--- config.mk ---
export PLATFORM = sky130hd
export DESIGN_NAME = muldiv_unit
export DESIGN_NICKNAME = d
export VERILOG_FILES = /design/src/rtl/mips_pkg.sv /design/src/rtl/flopu.sv /design/src/rtl/muldiv_unit.sv
export SDC_FILE = /design/constraint.sdc
export NUM_CORES = 1
export LEC_CHECK = 0
export CAP_MARGIN = 20
export CORE_UTILIZATION = 52
export DETAILED_ROUTE_END_ITERATION = 7
export PLACE_DENSITY = 0.9
export SYNTH_ARGS = -nofsm -noshare
export SYNTH_HDL_FRONTEND = slang
export SYNTH_SLANG_ARGS = --single-unit
--- constraint.sdc ---
create_clock -name clk -period 3.45 [get_ports clk]
set_input_delay 0.8625 -clock clk [delete_from_list [all_inputs] [get_ports clk]]
set_output_delay 0.8625 -clock clk [all_outputs]
set_load 0.005 [all_outputs]
--- src/rtl/mips_pkg.sv ---
// Shared MIPS core definitions: multiply/divide op encoding and sequencer states.
package mips_pkg;

    typedef enum logic [1:0] {
        OpMult  = 2'b00,
        OpMultu = 2'b01,
        OpDiv   = 2'b10,
        OpDivu  = 2'b11
    } muldiv_op_t;

    typedef enum logic [1:0] {
        StIdle = 2'b00,
        StRun  = 2'b01,
        StFix  = 2'b10
    } muldiv_state_t;

    function automatic logic op_is_signed(muldiv_op_t op);
        return (op == OpMult) || (op == OpDiv);
    endfunction

    function automatic logic op_is_div(muldiv_op_t op);
        return (op == OpDiv) || (op == OpDivu);
    endfunction

endpackage

--- src/rtl/flopu.sv ---
// Resettable flop with synchronous clear and load enable.
module flopu #(
    parameter int unsigned WIDTH = 32
) (
    input  logic             clk,
    input  logic             reset,
    input  logic             clear,
    input  logic             en,
    input  logic [WIDTH-1:0] d,
    output logic [WIDTH-1:0] q
);

    always_ff @(posedge clk) begin
        if (reset || clear) begin
            q <= '0;
        end else if (en) begin
            q <= d;
        end
    end

endmodule

--- src/rtl/muldiv_unit.sv ---
// Iterative HI/LO multiply/divide unit: one radix-2 step per cycle on operand
// magnitudes, followed by a single sign-fix cycle that commits HI/LO.
module muldiv_unit
    import mips_pkg::*;
#(
    parameter int unsigned WIDTH = 32,
    parameter int unsigned CNTW  = $clog2(WIDTH) + 1
) (
    input  logic             clk,
    input  logic             reset,
    input  logic             start,
    input  logic [1:0]       op,
    input  logic [WIDTH-1:0] srca,
    input  logic [WIDTH-1:0] srcb,
    input  logic             flush,
    input  logic             hiwrite,
    input  logic             lowrite,
    input  logic [WIDTH-1:0] wdata,
    output logic             busy,
    output logic             done,
    output logic [WIDTH-1:0] hi,
    output logic [WIDTH-1:0] lo
);

    localparam int unsigned W2 = 2 * WIDTH;

    muldiv_state_t    state_q, state_d;
    muldiv_op_t       op_e;
    logic [CNTW-1:0]  cnt_q;
    logic [WIDTH-1:0] acc_hi_q, acc_lo_q, mag_b_q;
    logic             is_div_q, neg_q_q, neg_r_q;
    logic             done_q;
    logic             accept, commit, hi_en, lo_en;
    logic [WIDTH-1:0] hi_d, lo_d;

    // Operand preparation.
    logic             sa, sb, div0;
    logic [WIDTH-1:0] mag_a, mag_b;

    assign op_e  = muldiv_op_t'(op);
    assign sa    = op_is_signed(op_e) & srca[WIDTH-1];
    assign sb    = op_is_signed(op_e) & srcb[WIDTH-1];
    assign mag_a = sa ? (~srca) + WIDTH'(1) : srca;
    assign mag_b = sb ? (~srcb) + WIDTH'(1) : srcb;
    assign div0  = (srcb == '0);

    // One iteration step; divide by zero naturally yields all-ones quotient
    // and the dividend magnitude as remainder.
    logic [WIDTH:0]   mul_sum, div_shift;
    logic [WIDTH-1:0] div_diff, step_hi, step_lo;
    logic             div_ge;

    assign mul_sum   = {1'b0, acc_hi_q} + (acc_lo_q[0] ? {1'b0, mag_b_q} : '0);
    assign div_shift = {acc_hi_q, acc_lo_q[WIDTH-1]};
    assign div_ge    = div_shift >= {1'b0, mag_b_q};
    assign div_diff  = div_shift[WIDTH-1:0] - mag_b_q;
    assign step_hi   = is_div_q ? (div_ge ? div_diff : div_shift[WIDTH-1:0]) : mul_sum[WIDTH:1];
    assign step_lo   = is_div_q ? {acc_lo_q[WIDTH-2:0], div_ge} : {mul_sum[0], acc_lo_q[WIDTH-1:1]};

    // Sign correction applied in the fix cycle.
    logic [W2-1:0]    prod, prod_fix;
    logic [WIDTH-1:0] quo_fix, rem_fix, res_hi, res_lo;

    assign prod     = {acc_hi_q, acc_lo_q};
    assign prod_fix = neg_q_q ? (~prod) + W2'(1) : prod;
    assign quo_fix  = neg_q_q ? (~acc_lo_q) + WIDTH'(1) : acc_lo_q;
    assign rem_fix  = neg_r_q ? (~acc_hi_q) + WIDTH'(1) : acc_hi_q;
    assign res_hi   = is_div_q ? rem_fix : prod_fix[W2-1:WIDTH];
    assign res_lo   = is_div_q ? quo_fix : prod_fix[WIDTH-1:0];

    always_ff @(posedge clk) begin
        if (reset) begin
            state_q <= StIdle;
        end else begin
            state_q <= state_d;
        end
    end

    always_comb begin
        state_d = state_q;
        unique case (state_q)
            StIdle:  if (accept) state_d = StRun;
            StRun: begin
                if (flush) begin
                    state_d = StIdle;
                end else if (cnt_q == '0) begin
                    state_d = StFix;
                end
            end
            StFix:   state_d = StIdle;
            default: state_d = StIdle;
        endcase
    end

    always_comb begin
        busy   = (state_q != StIdle);
        accept = (state_q == StIdle) && start && !flush;
        commit = (state_q == StFix) && !flush;
        hi_en  = commit || ((state_q == StIdle) && hiwrite);
        lo_en  = commit || ((state_q == StIdle) && lowrite);
        hi_d   = commit ? res_hi : wdata;
        lo_d   = commit ? res_lo : wdata;
    end

    always_ff @(posedge clk) begin
        if (reset) begin
            cnt_q    <= '0;
            acc_hi_q <= '0;
            acc_lo_q <= '0;
            mag_b_q  <= '0;
            is_div_q <= 1'b0;
            neg_q_q  <= 1'b0;
            neg_r_q  <= 1'b0;
        end else if (accept) begin
            cnt_q    <= CNTW'(WIDTH - 1);
            acc_hi_q <= '0;
            acc_lo_q <= mag_a;
            mag_b_q  <= mag_b;
            is_div_q <= op_is_div(op_e);
            neg_q_q  <= (sa ^ sb) & ~(op_is_div(op_e) & div0);
            neg_r_q  <= sa;
        end else if (state_q == StRun) begin
            acc_hi_q <= step_hi;
            acc_lo_q <= step_lo;
            if (cnt_q != '0) cnt_q <= cnt_q - CNTW'(1);
        end
    end

    always_ff @(posedge clk) begin
        if (reset) begin
            done_q <= 1'b0;
        end else begin
            done_q <= commit;
        end
    end

    assign done = done_q;

    flopu #(.WIDTH(WIDTH)) u_hi (
        .clk   (clk),
        .reset (reset),
        .clear (1'b0),
        .en    (hi_en),
        .d     (hi_d),
        .q     (hi)
    );

    flopu #(.WIDTH(WIDTH)) u_lo (
        .clk   (clk),
        .reset (reset),
        .clear (1'b0),
        .en    (lo_en),
        .d     (lo_d),
        .q     (lo)
    );

endmodule

Word-level counts from Yosys, hierarchy flattened. Cells that the tools add are included. Widths: inputs -> output; s select.

Register bits after elaboration: 172. Bits in latches: 0. Memory bits (writable): 0. ROM bits: 0. Input port bits: 104. Output and inout bits: 66. Word-level logic and storage cells: 82. Memories: 0.

Add/subtract/negate cells: 8. Multiply operators: 0. Div/mod/pow operators: 0. $lt $le $gt $ge: 1. Equal/unequal tests: 6. Shift-type cells: 0. Multiplexer cells: 22. Bitwise gates (word level): 11. Reduce and logical (&&, ||, !) cells: 22.

Operators with widths (number): $mux 32 (14); $add 32x1->32 const B (4); $not 32->32 (4); $add 64x1->64 const B (1); $mux 64 (1); $not 64->64 (1); $add 32x32->33 (1); $ge 33x32->1 (1); $logic_not 32->1 (1); $sub 32x32->32 (1); $mux 5 (3); $eq 2x2->1 const B (3); $logic_not 6->1 (1); $mux 2 (3); $reduce_and 2->1 (3); $reduce_bool 2->1 (3); $reduce_bool 6->1 (1); $sub 6x1->6 const B (1); $logic_and 1x1->1 (5); $and 1x1->1 (4); $logic_not 2->1 (2); $logic_or 1x1->1 (4); $pmux 2 s2 (1); $ne 3x3->1 const B (1); 6 further kinds (6).

Depth between registers and ports, before layout.
Word-level depth: 5. Mapped depth: 15. Gate-level depth less buffers: 13.

Hierarchy. From an unflattened synthesis, not the netlist that was laid out.

Cell total of the unflattened synthesis: 1907. Area total of the unflattened synthesis: 14251.2 sq um.

By module, submodules not included: muldiv_unit (times used 1, cells an instance 1697, area an instance 11939.0 sq um, seq. area each 2162.1 sq um); flopu (times used 2, cells an instance 105, area an instance 1156.1 sq um, seq. area each 640.6 sq um).

Worst setup path after synthesis. Ideal clock, no wire load.

Path kind: input -> register. Start point: input port srcb[21]. End point: register neg_q_q. Setup time: 128 ps. Data arrival time: 3149 ps. Required time: 3322 ps. Setup slack: 174 ps. Stages: 10. Buffers on the path: 0. Cells stage by stage: or4_1 or3_1 or4_1 or3_1 nor2_1 a311oi_1 a21oi_1 nor3_1 a21oi_1 nor2_1.

Cells in the longest elaborated chain, start to end: 4.

RTL lines: start, declared (RTL line muldiv_unit.sv:14) `input logic [WIDTH-1:0] srcb,`; $logic_not 32->1 (RTL line muldiv_unit.sv:45) `assign div0 = (srcb == '0);`; $and 1x1->1 (RTL line muldiv_unit.sv:120) `neg_q_q <= (sa ^ sb) & ~(op_is_div(op_e) & div0);`; $not 1->1 (RTL line muldiv_unit.sv:120); $and 1x1->1 (RTL line muldiv_unit.sv:120); end signal, assigned (RTL line muldiv_unit.sv:120); end, declared (RTL line muldiv_unit.sv:31) `logic is_div_q, neg_q_q, neg_r_q;`.

Every way passes these cells. A chain may end at the register's enable or synchronous reset.

Worst setup path after layout.
Start point: register mag_b_q[0]. End point: register acc_hi_q[29].

Cells in the longest elaborated chain, start to end: 3. Elaborated cells on any way between the ends: 6. Classes of those cells: add/sub: 2; order compare: 1; mux: 3.

RTL lines: start, declared (RTL line muldiv_unit.sv:30) `logic [WIDTH-1:0] acc_hi_q, acc_lo_q, mag_b_q;`; start signal, assigned (RTL line muldiv_unit.sv:118) `mag_b_q <= mag_b;`; $mux 32, or another cell as far along (RTL line muldiv_unit.sv:53) `assign mul_sum = {1'b0, acc_hi_q} + (acc_lo_q[0] ? {1'b0, mag_b_q} : '0);`; $add 32x32->33 / $mux 32 (equally long branches) (RTL line muldiv_unit.sv:53, muldiv_unit.sv:57); $mux 32 * (RTL line muldiv_unit.sv:57) `assign step_hi = is_div_q ? (div_ge ? div_diff : div_shift[WIDTH-1:0]) : mul_sum[WIDTH:1];`; end signal, assigned (RTL line muldiv_unit.sv:123) `acc_hi_q <= step_hi;`; end, declared (RTL line muldiv_unit.sv:30).

Mark *: on every way between the ends. The rest lies on a longest branch, timed or not.

==> qor.txt <==
chip height -> 166.9 µm
Initial DRC Count -> 2,165
CTS root buffer -> clkbuf_16
die area -> 0.02787 mm²
Slew @ Worst Pin -> 0.8518 ns
final core utilization -> 0.6641
Final min period -> 3.384 ns
largest net degree at the start of global routing -> 74
Required @ worst endpoint -> 3.76 ns
Die X -> 166.9 µm
Num CTS Buffers -> 17
switching pwr -> 2.383 mW
RSZ-0062 raised after global routing -> yes
Overall Power -> 6.450 mW
number of flops mapped to enable cells by yosys -> 0
top cells by count, synth -> nor2_1 (252), a21oi_1 (185), dfxtp_1 (172), a211oi_1 (118), nand2_1 (114)
Initial Util -> 0.5278
final setup margin -> 0.06646 ns
Slew HR -> 0.4321
Placed Area -> 0.01706 mm²
Yosys cell types -> 77
flops & latches, synth -> 172
FF-to-FF setup slack -> 0.07 ns
Port Buffers -> 169
TNS Setup -> 0 ns
Final Slew Violations -> 0
DRC viols -> 0
Synth async-reset ratio -> 0
share of layout cells above drive strength 1 -> 0.1197
first-pass GRT wire length -> 75.94 mm
Pre-antenna DRT Iters -> 6
Final Cycle Share -> 0.9807
Fillers -> 2,162
WL per Instance -> 20.13 µm
I/O pin total -> 170
GPL Wtd Cong -> 1.010
max-cap check violation count -> 0
post-detail-place hpwl -> 38.16 mm
Worst Setup Path Type -> reg -> reg
top_reg_cell synth -> dfxtp_1
status -> completed
VDD IR max -> 0.2901 mV
cell taking the most area after synthesis -> dfxtp_1
WL final -> 49.42 mm
Final #Nets -> 2,276
Gate power share -> 0.327
grt total ovfl -> 0
syn_nets -> 2,048
final number of setup-violating endpoints -> 0
Syn-to-layout area delta -> 25.82%
H-Tree Depth -> 4
worst min-delay path category -> reg -> reg
CP max stage cell -> a2111oi_1
final hold violation count -> 0
Post-Syn Area -> 0.01414 mm²
initial antenna violation count -> 0
most common cell in the synthesized netlist -> nor2_1
max frequency -> 295.5 MHz
clock skew -> 0.01837 ns
Sw Share -> 0.3695
maximum clock path buffer count -> 2
clock latency on the worst-skew pair -> 0.45 ns
Leakage Power -> 7.290 nW
Mapped Cells -> 1,873
YS warnings -> 0
Antenna Violating Nets Remaining -> 0
antenna cell count -> 0
vias in the first global route -> 14,410
Pwr per Cell Area -> 362.4 mW/mm²
maximum net fanout on the critical path -> 2
Area contributors post-synth -> dfxtp_1 (24%), mux2i_1 (7.6%), nor2_1 (6.7%)
WP data arrival -> 3.69 ns
Critical Path Sink Type -> register
Worst setup SP type -> register
cts hold-fix bufs -> 0
Vias/cell -> 6.411
FP Rows -> 60
CTS tree -> done
Setup Fix Bufs, Post-CTS -> 0
via count -> 15,740
CTS clock-pin slew for the worst setup and hold paths -> 0.08 ns
clk sinks -> 172
Seq pwr share -> 0.347
sequential fraction of the synthesis area -> 0.2434
worst path cell trace -> and2_1 > ha_1 > fa_1 > a211oi_2 > o21bai_1 > o211ai_1 > a21boi_2 > o311ai_2 > buf_4 > nand2_1 > a21oi_1 > xnor2_1 > a2111oi_1
setup slack at placement -> -0.3151 ns
design area -> 0.01780 mm²
cell internal pwr -> 4.067 mW
GR Util All Layers -> 0.3386
Clock power frac -> 0.326
core area -> 0.02680 mm²
critical path's largest stage delay -> 0.46 ns
syn avg cell area -> 7.552 µm²
Synth top area share -> 0.2434
## kinds of logic after synthesis
logic type               after synthesis  share of synthesized area
multiplexers                         109                    0.07722
AND/OR/NAND/NOR                      577                     0.1934
buffers and inverters                184                    0.05122
AO/OA/AOI/OAI                        596                     0.2694
XOR/XNOR                             164                     0.1015
flip-flops                           172                     0.2434
adder cells (fa/ha/maj)               71                    0.06387
## metrics by stage
| stage | hold WS (ns) | std cells |
|---|---|---|
| after global placement | 0.4437 | 2423 |
| after CTS | 0.4564 | 2455 |
| after global routing | 0.4714 | 2455 |
| after detailed placement | 0.4449 | 2423 |
| final | 0.4546 | 2455 |
| after floorplan | 0.4319 | 1873 |
## power groups by stage
stage          combinational, mW  sequential (mW)  clock (mW)
4_1_cts                     2.03             2.23        2.08
2_1_floorplan               1.22             2.25           0
3_5_place_dp                2.01             2.28           0
5_1_grt                     2.24             2.25        2.17
6_report                    2.11             2.24        2.10
3_3_place_gp                1.96             2.27           0
## final timing paths
| check | startpoint | to | cells past startpoint |
|---|---|---|---|
| max | mag_b_q[0] | acc_hi_q[29] | 13 |
| min | mag_b_q[31] | mag_b_q[31] | 2 |
| max reg2reg | mag_b_q[0] | acc_hi_q[29] | 13 |
| min reg2reg | mag_b_q[31] | mag_b_q[31] | 2 |
## worst max-delay path: cells and delay by family (launching register included)
family | cells | cell delay (ns)
XOR/XNOR | 1 | 0.11
AO/OA/AOI/OAI | 7 | 1.79
adder cells (fa/ha/maj) | 2 | 0.60
AND/OR/NAND/NOR | 2 | 0.21
flip-flops | 1 | 0.35
buffers and inverters | 1 | 0.17
## cells in the final DEF (no fill, tap or decap), types with 58 or more instances in the layout
| cell type | instances |
|---|---|
| xor2_1 | 64 |
| xnor2_1 | 100 |
| mux2i_1 | 108 |
| buf_4 | 163 |
| o21ai_0 | 104 |
| a211oi_1 | 116 |
| a21oi_1 | 181 |
| nand2_1 | 112 |
| inv_1 | 58 |
| dfxtp_1 | 170 |
| clkdlybuf4s50_1 | 168 |
| ha_1 | 66 |
| nor2_1 | 250 |
## registers in the layout, indices dropped and copies added, names as in the netlist
register  count
acc_hi_q     32
mag_b_q      32
done          1
u_hi.q       32
state_q       2
neg_q_q       1
u_lo.q       32
cnt_q         6
acc_lo_q     32
neg_r_q       1
is_div_q      1
## metal layers
metal  wire length (µm)  vias to the layer above  GRT usage
li1                   -                     7285          -
met4               1948                        0     0.1260
met1              19800                     7295     0.4402
met5                  0                        -          0
met2              22070                      982     0.5463
met3               5605                      177    0.07486
## repair_timing
item	4_1_cts	5_1_grt
pin swaps	0	8
setup endpoints to repair	8	23
resized for setup	3	28
## final cells by class
class | instances | area [µm²] | share of cell area
sequential | 172 | 3448 | 0.1938
inverter | 59 | 222.7 | 0.01251
timing repair buffer | 334 | 2965 | 0.1666
multi-input combinational | 1517 | 10090 | 0.5670
clock inverter | 15 | 217.7 | 0.01223
clock buffer | 17 | 425.4 | 0.02390
tap | 341 | 426.7 | 0.02397
No activity file was read; power rests on OpenSTA's default activity.
